--- src/rtl/memory_sdp.sv ---
// -----------------------------------------------------------------------------
// memory_sdp -- parametrised simple-dual-port synchronous RAM
//
// One write port with per-byte enables and one independent read port.
// After reset an internal sequencer walks the whole array and writes zero
// to every word. busy_o is high while that runs, and all requests are ignored
// during that time. Read data is tagged with a one-cycle rd_valid_o pulse.
//
// Parameters
//   DATA_W      data width in bits, multiple of 8
//   DEPTH       number of words (need not be a power of 2)
//   ADDR_W      address width
//   RD_LATENCY  1 or 2 cycles from request edge to visible data
//   RDW_MODE    same-address read-during-write: 0 = old data, 1 = new data
//
// Ports
//   clk_i        clock, all logic on posedge
//   rst_i        asynchronous active-high reset
//   wr_en_i      write request
//   wr_addr_i    write address
//   wr_be_i      byte enables, bit k covers data bits 8k+7:8k
//   wr_data_i    write data
//   rd_en_i      read request
//   rd_addr_i    read address
//   rd_data_o    read data, holds its last value while rd_valid_o=0
//   rd_valid_o   one-cycle pulse per accepted read
//   busy_o       initialisation in progress
//   par_err_o    (MEMORY_SDP_PARITY_EN only) parity error on the read word,
//                aligned with rd_valid_o
//
// Optional feature macro: MEMORY_SDP_PARITY_EN
//   When defined, each byte is stored with one even-parity bit. The read path
//   reports a parity failure on par_err_o.
//
// Request handshake: a request is taken on every rising edge where its enable
// is high and the block is in READY. There is no back-pressure. Reads come back
// in request order, exactly RD_LATENCY cycles after the request.
// -----------------------------------------------------------------------------
module memory_sdp #(
    parameter int DATA_W     = 32,
    parameter int DEPTH      = 64,
    parameter int ADDR_W     = $clog2(DEPTH),
    parameter int RD_LATENCY = 1,
    parameter int RDW_MODE   = 0
) (
    input  logic                clk_i,
    input  logic                rst_i,
    input  logic                wr_en_i,
    input  logic [ADDR_W-1:0]   wr_addr_i,
    input  logic [DATA_W/8-1:0] wr_be_i,
    input  logic [DATA_W-1:0]   wr_data_i,
    input  logic                rd_en_i,
    input  logic [ADDR_W-1:0]   rd_addr_i,
    output logic [DATA_W-1:0]   rd_data_o,
    output logic                rd_valid_o,
    output logic                busy_o
`ifdef MEMORY_SDP_PARITY_EN
    ,
    output logic                par_err_o
`endif
);

    localparam int NB = DATA_W / 8;
`ifdef MEMORY_SDP_PARITY_EN
    // Parity bits sit above the data bits: bit DATA_W+k covers byte k.
    localparam int MEM_W = DATA_W + NB;
`else
    localparam int MEM_W = DATA_W;
`endif
    // The address is widened by one bit so that the range check also works
    // when DEPTH is a power of two.
    localparam logic [ADDR_W:0]   DEPTH_X = (ADDR_W + 1)'(DEPTH);
    localparam logic [ADDR_W-1:0] LAST_A  = ADDR_W'(DEPTH - 1);

    // ------------------------------------------------------------------
    // Elaboration-time parameter checks
    // ------------------------------------------------------------------
    generate
        if (RD_LATENCY != 1 && RD_LATENCY != 2) begin : g_bad_latency
            $error("memory_sdp: RD_LATENCY must be 1 or 2");
        end
        if (DATA_W % 8 != 0) begin : g_bad_width
            $error("memory_sdp: DATA_W must be a multiple of 8");
        end
    endgenerate

    // ------------------------------------------------------------------
    // Init / ready sequencer
    // ------------------------------------------------------------------
    typedef enum logic [0:0] {
        ST_INIT  = 1'b0,
        ST_READY = 1'b1
    } state_t;

    state_t            state;
    state_t            state_nxt;
    logic [ADDR_W-1:0] cnt;
    logic [ADDR_W-1:0] cnt_nxt;

    always_ff @(posedge clk_i or posedge rst_i) begin
        if (rst_i) begin
            state <= ST_INIT;
            cnt   <= '0;
        end else begin
            state <= state_nxt;
            cnt   <= cnt_nxt;
        end
    end

    always_comb begin
        state_nxt = state;
        cnt_nxt   = cnt;
        busy_o    = 1'b0;
        case (state)
            ST_INIT: begin
                busy_o = 1'b1;
                if (cnt == LAST_A) begin
                    state_nxt = ST_READY;
                    cnt_nxt   = '0;
                end else begin
                    cnt_nxt = cnt + 1'b1;
                end
            end
            ST_READY: begin
                busy_o = 1'b0;
            end
            default: begin
                state_nxt = ST_INIT;
                cnt_nxt   = '0;
                busy_o    = 1'b1;
            end
        endcase
    end

    // ------------------------------------------------------------------
    // Request qualification
    // ------------------------------------------------------------------
    logic ready;
    logic wr_in_range;
    logic rd_in_range;
    logic wr_ok;
    logic rd_ok;
    logic same_addr;

    assign ready       = (state == ST_READY);
    assign wr_in_range = ({1'b0, wr_addr_i} < DEPTH_X);
    assign rd_in_range = ({1'b0, rd_addr_i} < DEPTH_X);
    assign wr_ok       = ready & wr_en_i & wr_in_range;
    assign rd_ok       = ready & rd_en_i;
    assign same_addr   = (wr_addr_i == rd_addr_i);

    // Write word as it would be stored, including parity when enabled.
    logic [MEM_W-1:0] wr_word;

    always_comb begin
        wr_word              = '0;
        wr_word[DATA_W-1:0]  = wr_data_i;
`ifdef MEMORY_SDP_PARITY_EN
        for (int k = 0; k < NB; k++) begin
            wr_word[DATA_W + k] = ^wr_data_i[8*k +: 8];
        end
`endif
    end

    // ------------------------------------------------------------------
    // Storage array (no reset: cleared by the INIT sweep instead)
    // ------------------------------------------------------------------
    logic [MEM_W-1:0] mem [DEPTH];

    always_ff @(posedge clk_i) begin
        if (state == ST_INIT) begin
            // An all-zero word also carries valid even parity.
            mem[cnt] <= '0;
        end else if (wr_ok) begin
            for (int k = 0; k < NB; k++) begin
                if (wr_be_i[k]) begin
                    mem[wr_addr_i][8*k +: 8] <= wr_word[8*k +: 8];
`ifdef MEMORY_SDP_PARITY_EN
                    mem[wr_addr_i][DATA_W + k] <= wr_word[DATA_W + k];
`endif
                end
            end
        end
    end

    // ------------------------------------------------------------------
    // Array-read stage. The read-during-write policy is resolved here.
    // ------------------------------------------------------------------
    logic [MEM_W-1:0] rd_raw;
    logic [MEM_W-1:0] rd_word;

    always_comb begin
        rd_raw  = rd_in_range ? mem[rd_addr_i] : '0;
        rd_word = rd_raw;
        // Write-first: overlay the bytes that are being written this edge.
        // The array itself only changes after the edge, so old data needs
        // no special handling.
        if (RDW_MODE == 1 && wr_ok && same_addr) begin
            for (int k = 0; k < NB; k++) begin
                if (wr_be_i[k]) begin
                    rd_word[8*k +: 8] = wr_word[8*k +: 8];
`ifdef MEMORY_SDP_PARITY_EN
                    rd_word[DATA_W + k] = wr_word[DATA_W + k];
`endif
                end
            end
        end
    end

`ifdef MEMORY_SDP_PARITY_EN
    logic rd_perr;

    always_comb begin
        rd_perr = 1'b0;
        for (int k = 0; k < NB; k++) begin
            rd_perr = rd_perr | (^{rd_word[DATA_W + k], rd_word[8*k +: 8]});
        end
    end
`endif

    // First output register. Data is loaded only on an accepted read, so it
    // holds its last value between pulses.
    logic [DATA_W-1:0] s1_data;
    logic              s1_valid;
`ifdef MEMORY_SDP_PARITY_EN
    logic              s1_perr;
`endif

    always_ff @(posedge clk_i or posedge rst_i) begin
        if (rst_i) begin
            s1_data  <= '0;
            s1_valid <= 1'b0;
`ifdef MEMORY_SDP_PARITY_EN
            s1_perr  <= 1'b0;
`endif
        end else begin
            s1_valid <= rd_ok;
            if (rd_ok) begin
                s1_data <= rd_word[DATA_W-1:0];
            end
`ifdef MEMORY_SDP_PARITY_EN
            s1_perr  <= rd_ok & rd_perr;
`endif
        end
    end

    // ------------------------------------------------------------------
    // Optional second output stage
    // ------------------------------------------------------------------
    generate
        if (RD_LATENCY == 2) begin : g_lat2
            logic [DATA_W-1:0] s2_data;
            logic              s2_valid;
`ifdef MEMORY_SDP_PARITY_EN
            logic              s2_perr;
`endif

            always_ff @(posedge clk_i or posedge rst_i) begin
                if (rst_i) begin
                    s2_data  <= '0;
                    s2_valid <= 1'b0;
`ifdef MEMORY_SDP_PARITY_EN
                    s2_perr  <= 1'b0;
`endif
                end else begin
                    s2_valid <= s1_valid;
                    if (s1_valid) begin
                        s2_data <= s1_data;
                    end
`ifdef MEMORY_SDP_PARITY_EN
                    s2_perr  <= s1_perr;
`endif
                end
            end

            assign rd_data_o  = s2_data;
            assign rd_valid_o = s2_valid;
`ifdef MEMORY_SDP_PARITY_EN
            assign par_err_o  = s2_perr;
`endif
        end else begin : g_lat1
            assign rd_data_o  = s1_data;
            assign rd_valid_o = s1_valid;
`ifdef MEMORY_SDP_PARITY_EN
            assign par_err_o  = s1_perr;
`endif
        end
    endgenerate

endmodule

--- config.mk ---
export PLATFORM = sky130hd
export DESIGN_NAME = memory_sdp
export DESIGN_NICKNAME = d
export VERILOG_FILES = /design/src/rtl/memory_sdp.sv
export SDC_FILE = /design/constraint.sdc
export NUM_CORES = 2
export LEC_CHECK = 0
export CORE_MARGIN = 4
export CORE_UTILIZATION = 44
export DETAILED_ROUTE_END_ITERATION = 10
export PLACE_DENSITY = 0.57
export SLEW_MARGIN = 20
export SYNTH_ARGS = -nofsm -noshare
export SYNTH_HDL_FRONTEND = slang
export SYNTH_SLANG_ARGS = --single-unit
--- constraint.sdc ---
create_clock -name clk_i -period 7.6 [get_ports clk_i]
set_clock_uncertainty 0.05 [all_clocks]
set_input_delay 0.76 -clock clk_i [delete_from_list [all_inputs] [get_ports clk_i]]
set_output_delay 0.76 -clock clk_i [all_outputs]
set_load 0.005 [all_outputs]
Word level (Yosys, flattened, before mapping):

Memory sizes are Yosys's and may differ from the RTL's. A register that Yosys moved wholly into a read port is not among the register bits.
Cells that the tools add are included.

* register bits after elaboration: 8
* bits in writable memories: 2048
* input bits: 52
* output and inout port bits: 34
* memories kept: 1

Memories
* mem: depth 64, width 32, rd ports 1, clocked after Yosys merged registers in 1, write ports 1, RTL line 168 `logic [MEM_W-1:0] mem [DEPTH];`

* $add $sub $neg: 1
* eq/ne operators: 1
* multiplexer cells: 24
* bitwise gates (word level): 3
* reductions and logical operators: 1

Operators with widths (count)
* two-way mux 32 bit: 1
* OR reduction 32 bit: 1
* two-way mux 1 bit: 19
* two-way mux 6 bit: 2
* adder 6 x 1 -> 6 bit (second input constant): 1
* equality test 6 bit (second input constant): 1
* two-way mux 4 bit: 1
* AND 1 bit: 2
* case mux 1 bit (2 select lines): 1
* inverter 1 bit: 1

Logic depth before layout (Yosys ltp):

* depth in word-level cells: 6
* gate-level depth with buffers: 10
* gate-level depth less buffers: 6

Worst setup path before layout:

OpenSTA, ideal clock, no wires.

* path kind: input -> register
* from: in wr_en_i
* to: mem mem[0][10] in the netlist's numbering, data pin
* setup time: 0.367 ns
* arrival time: 2.602 ns
* setup slack: 4.581 ns
* stages: 5
* buffers on the path: 2
* cells stage by stage: nand2_1 -> nor2_2 -> buf_2 -> clkbuf_1 -> and2_1

* longest elaborated chain between the ends: 6
* elaborated cells between the ends (all ways): 15
* those cells by class: mux: 13; bitwise: 1; reduce/logical: 1

RTL lines
* start, declared: RTL line 48 `input logic wr_en_i,`
* AND 1 bit *: RTL line 148 `assign wr_ok = ready & wr_en_i & wr_in_range;`
* two-way mux 1 bit: RTL line 174 `end else if (wr_ok) begin`
* two-way mux 1 bit: RTL line 171 `if (state == ST_INIT) begin`
* two-way mux 1 bit (implied by the code): RTL line 177 `mem[wr_addr_i][8*k +: 8] <= wr_word[8*k +: 8];`
* OR reduction 32 bit (no line) *
* two-way mux 32 bit (no line) *
* end, declared: RTL line 168

Every way passes the cells marked *; elsewhere a longest branch is shown, timed or not.

Worst setup path in the final report:

* from: reg state (netlist: ready)
* to: mem mem[44][19] in the netlist's numbering (enable)

* longest elaborated chain between the ends: 6
* elaborated cells between the ends (all ways): 17
* those cells by class: mux: 15; bitwise: 1; reduce/logical: 1

RTL lines
* start, declared: RTL line 95 `state_t state;`
* start signal, assigned: RTL line 105 `state <= state_nxt;`
* AND 1 bit: RTL line 148
* two-way mux 1 bit: RTL line 174
* two-way mux 1 bit: RTL line 171
* two-way mux 1 bit (implied by the code): RTL line 177
* OR reduction 32 bit (no line)
* two-way mux 6 bit (no line) or two-way mux 4 bit (tied branches)

Several ways; a longest one is shown, not always the timed one.

==> results.sh <==
export IMPL_outcome="completed"
export IMPL_cpPeakStageDelay_ns=0.78
export IMPL_critPathLaunchType="register"
export IMPL_yosysTopAreaCell="edfxtp_1"
export IMPL_wirelength_mm=207
export IMPL_ctsResizeCount=0
export IMPL_slew_viol_final=0
export IMPL_ys_seq_area_share_pct=77.4
export IMPL_io_buffers=85
export IMPL_power_total_w=0.0232
export IMPL_regArea_mm2=0.0625
export IMPL_rsz0062_at_grt="false"
export IMPL_worstMarginPinSlew_ns=1.12
export IMPL_grt_pass1_wl_mm=298
export IMPL_setup_tns_ns=0
export IMPL_pwr_density_cell_mw_per_mm2=256
export IMPL_muxShareOfSynthArea_pct=14.5
export IMPL_ys_warnings_count=0
export IMPL_cts_hold_buf=0
export IMPL_min_path_type="reg -> reg"
export IMPL_synth_ff_type="edfxtp_1"
export IMPL_drc_errors=0
export IMPL_clk_latency_ns=0.82
export IMPL_clockBufferDepth=3
export IMPL_yosys_area_share_adder_pct=0.0155
export IMPL_clk_pin_slew_ns=0.06
export IMPL_n_fill_cell=14500
export IMPL_cp_cell_sequence="nand2_1 -> nor2_4 -> buf_4 -> mux2i_1 -> nand2_1 -> nor2_1"
export IMPL_cp_end_kind="register"
export IMPL_worstSetupPathType="reg -> reg"
export IMPL_pwr_share_clk_pct=44.3
export IMPL_drive_gt1_share_pct=18.9
export IMPL_hpwl_mm=122
export IMPL_die_area_mm2=0.190
export IMPL_fin_ws_ns=2.95
export IMPL_ant_nets=0
export IMPL_synth_compound_area_share_pct=3.26
export IMPL_synthesis_nets=4013
export IMPL_nNetsFinal=4118
export IMPL_slew_headroom_pct=25.1
export IMPL_seqPwrFrac_pct=53.5
export IMPL_p_leak_nw=23.7
export IMPL_cts_sinks=2088
export IMPL_async_flop_share_pct=1.92
export IMPL_fmax_mhz=215
export IMPL_vias_per_cell=5.99
export IMPL_synth_most_common_cell="edfxtp_1"
export IMPL_synth_xor_area_share_pct=0.0217
export IMPL_cp_slowest_cell="nor2_4"
export IMPL_post_route_period_util_pct=61.1
export IMPL_cts_tree="done"
export IMPL_setup_viol=0
export IMPL_grtUsageTotal_pct=21.6
export IMPL_fin_crit_ns=4.65
export IMPL_hold_violations=0
export IMPL_core_area_mm2=0.182
export IMPL_arrival_ns=5.04
export IMPL_cap_violations=0
export IMPL_synth_top_family_by_area="multiplexers"
export IMPL_synth_commonest_cells="edfxtp_1 (2048), mux4_2 (384), mux2i_1 (296)"
export IMPL_p_sw_share_pct=20.0
export IMPL_grt_antenna_before_repair=5
export IMPL_std_cell_rows=156
export IMPL_syn2layout_area_growth_pct=12.5
export IMPL_drt_initial_drc_count=4409
export IMPL_dp_slack_ns=2.15
export IMPL_synth_area_mm2=0.0807
export IMPL_path_max_fanout=24
export IMPL_syn_inst=3960
export IMPL_vias=39600
export IMPL_numCtsBuffers=206
export IMPL_grt_max_degree=126
export IMPL_synth_edff_count=2048
export IMPL_gp_congestion=0.813
export IMPL_grt_pass1_vias=39900
export IMPL_start_util_pct=44.5
export IMPL_synthSimpleGateAreaFrac_pct=3.32
export IMPL_power_frac_comb_pct=2.2
export IMPL_cts_max_level=4
export IMPL_ys_types=43
export IMPL_wl_per_cell_um=31.3
export IMPL_worstPathRequired_ns=7.99
export IMPL_post_cts_buffers=0
export IMPL_intPower_w=0.0186
export IMPL_multiInputGateArea_mm2=0.0172
export IMPL_power_switching_w=0.00465
export IMPL_die_w_um=436
export IMPL_crit_top_cell="nand2_1"
export IMPL_synth_top_area_share_pct=76.2
export IMPL_peakVddDrop_mv=0.175
export IMPL_io_pins=86
export IMPL_cts_root_buf="clkbuf_16"
export IMPL_synth_seq_cells=2088
export IMPL_fp_dieH_um=436
export IMPL_grt_ovfl_total=0
export IMPL_synth_area_per_cell_um2=20.4
export IMPL_synth_area_leaders="edfxtp_1 (76%), mux4_2 (11%), mux2i_1 (3.7%), a22oi_1 (1.5%), dfrtp_1 (1.2%)"
export IMPL_first_pass_iters=5
-- sequential cells by signal (all words and copies together), names as in the netlist --
name        count
cnt             6
rd_valid_o      1
mem          2048
ready           1
rd_data_o      32
-- placed cells by master (no fill, tap or decap), types with 39 or more instances in the layout --
cell             netlist  final
mux4_2               384    384
edfxtp_1            2048   2048
buf_4                 18     44
clkbuf_16              0    209
clkdlybuf4s50_1        0     82
nand2_1               93     82
dfrtp_1               40     40
a211oi_1              62     62
a22oi_1              160    160
mux2i_1              296    296
o22ai_1               64     64
clkbuf_1              93     39
nand3_1               67     67
nor2_1               261    259
clkinv_1               0     45
-- layer usage --
| layer | up-vias | share of wire [%] | track usage (%) |
|---|---|---|---|
| met2 | 1667 | 48 | 34.4 |
| met3 | 299 | 6.4 | 3.38 |
| met4 | 0 | 2.8 | 6.02 |
| li1 | 16600 | - | - |
| met1 | 21000 | 43 | 31.2 |
| met5 | - | 0 | 0 |
-- per-stage QoR --
stage | cell area (µm²) | utilization [%] | hold slack (ns) | instances
after floorplan | 80700 | - | 0.434 | 3960
after global placement | 84000 | 46.3 | 0.461 | 6227
after detailed placement | 84000 | 46.3 | 0.470 | 6227
after CTS | 90800 | 50.0 | 0.447 | 6608
after global routing | 90800 | 50.0 | 0.499 | 6609
final | 90800 | 50.0 | 0.482 | 6610
-- logic make-up after synthesis --
family / after synthesis
mux: 686
xor+xnor: 2
compound gates: 362
flops: 2088
simple gates: 580
fa+ha+maj: 1
buf+inv: 241
-- final timing paths --
kind,slack (ns),to,startpoint,cells past startpoint
max,2.95,mem[44][19],ready,6
min,0.48,rd_data_o[8],rd_data_o[8],1
max reg2reg,2.95,mem[44][19],ready,6
min reg2reg,0.48,rd_data_o[8],rd_data_o[8],1
max in group asynchronous,6.36,rd_data_o[6],rst_i,3
min in group asynchronous,0.49,rd_data_o[23],rst_i,3
-- final cells by class --
cell class              count  share of cell area (%)
inverters                   3                  0.0124
diodes                      2                 0.00551
flip-flops and latches   2088                    68.8
clock buffers             256                    6.04
multi-input cells        1631                    18.9
well taps                2370                    3.27
clock inverters           125                    1.49
repair buffers            135                    1.44
-- power groups by stage --
stage	sequential, W	combinational, W	clock, W
floorplan	0.0127	0.000347	0
global placement	0.0127	0.000508	0
detailed placement	0.0127	0.000508	0
CTS	0.0124	0.000509	0.0105
global route	0.0124	0.000533	0.0110
finish	0.0124	0.000505	0.0103
-- critical path: cells and delay by family (launching register included) --
family,cells,cell delay [ns]
AND/OR/NAND/NOR,4,2.47
multiplexers,1,0.68
flip-flops,1,0.61
buffers and inverters,1,0.44
Power figures use the tool's default switching activity.
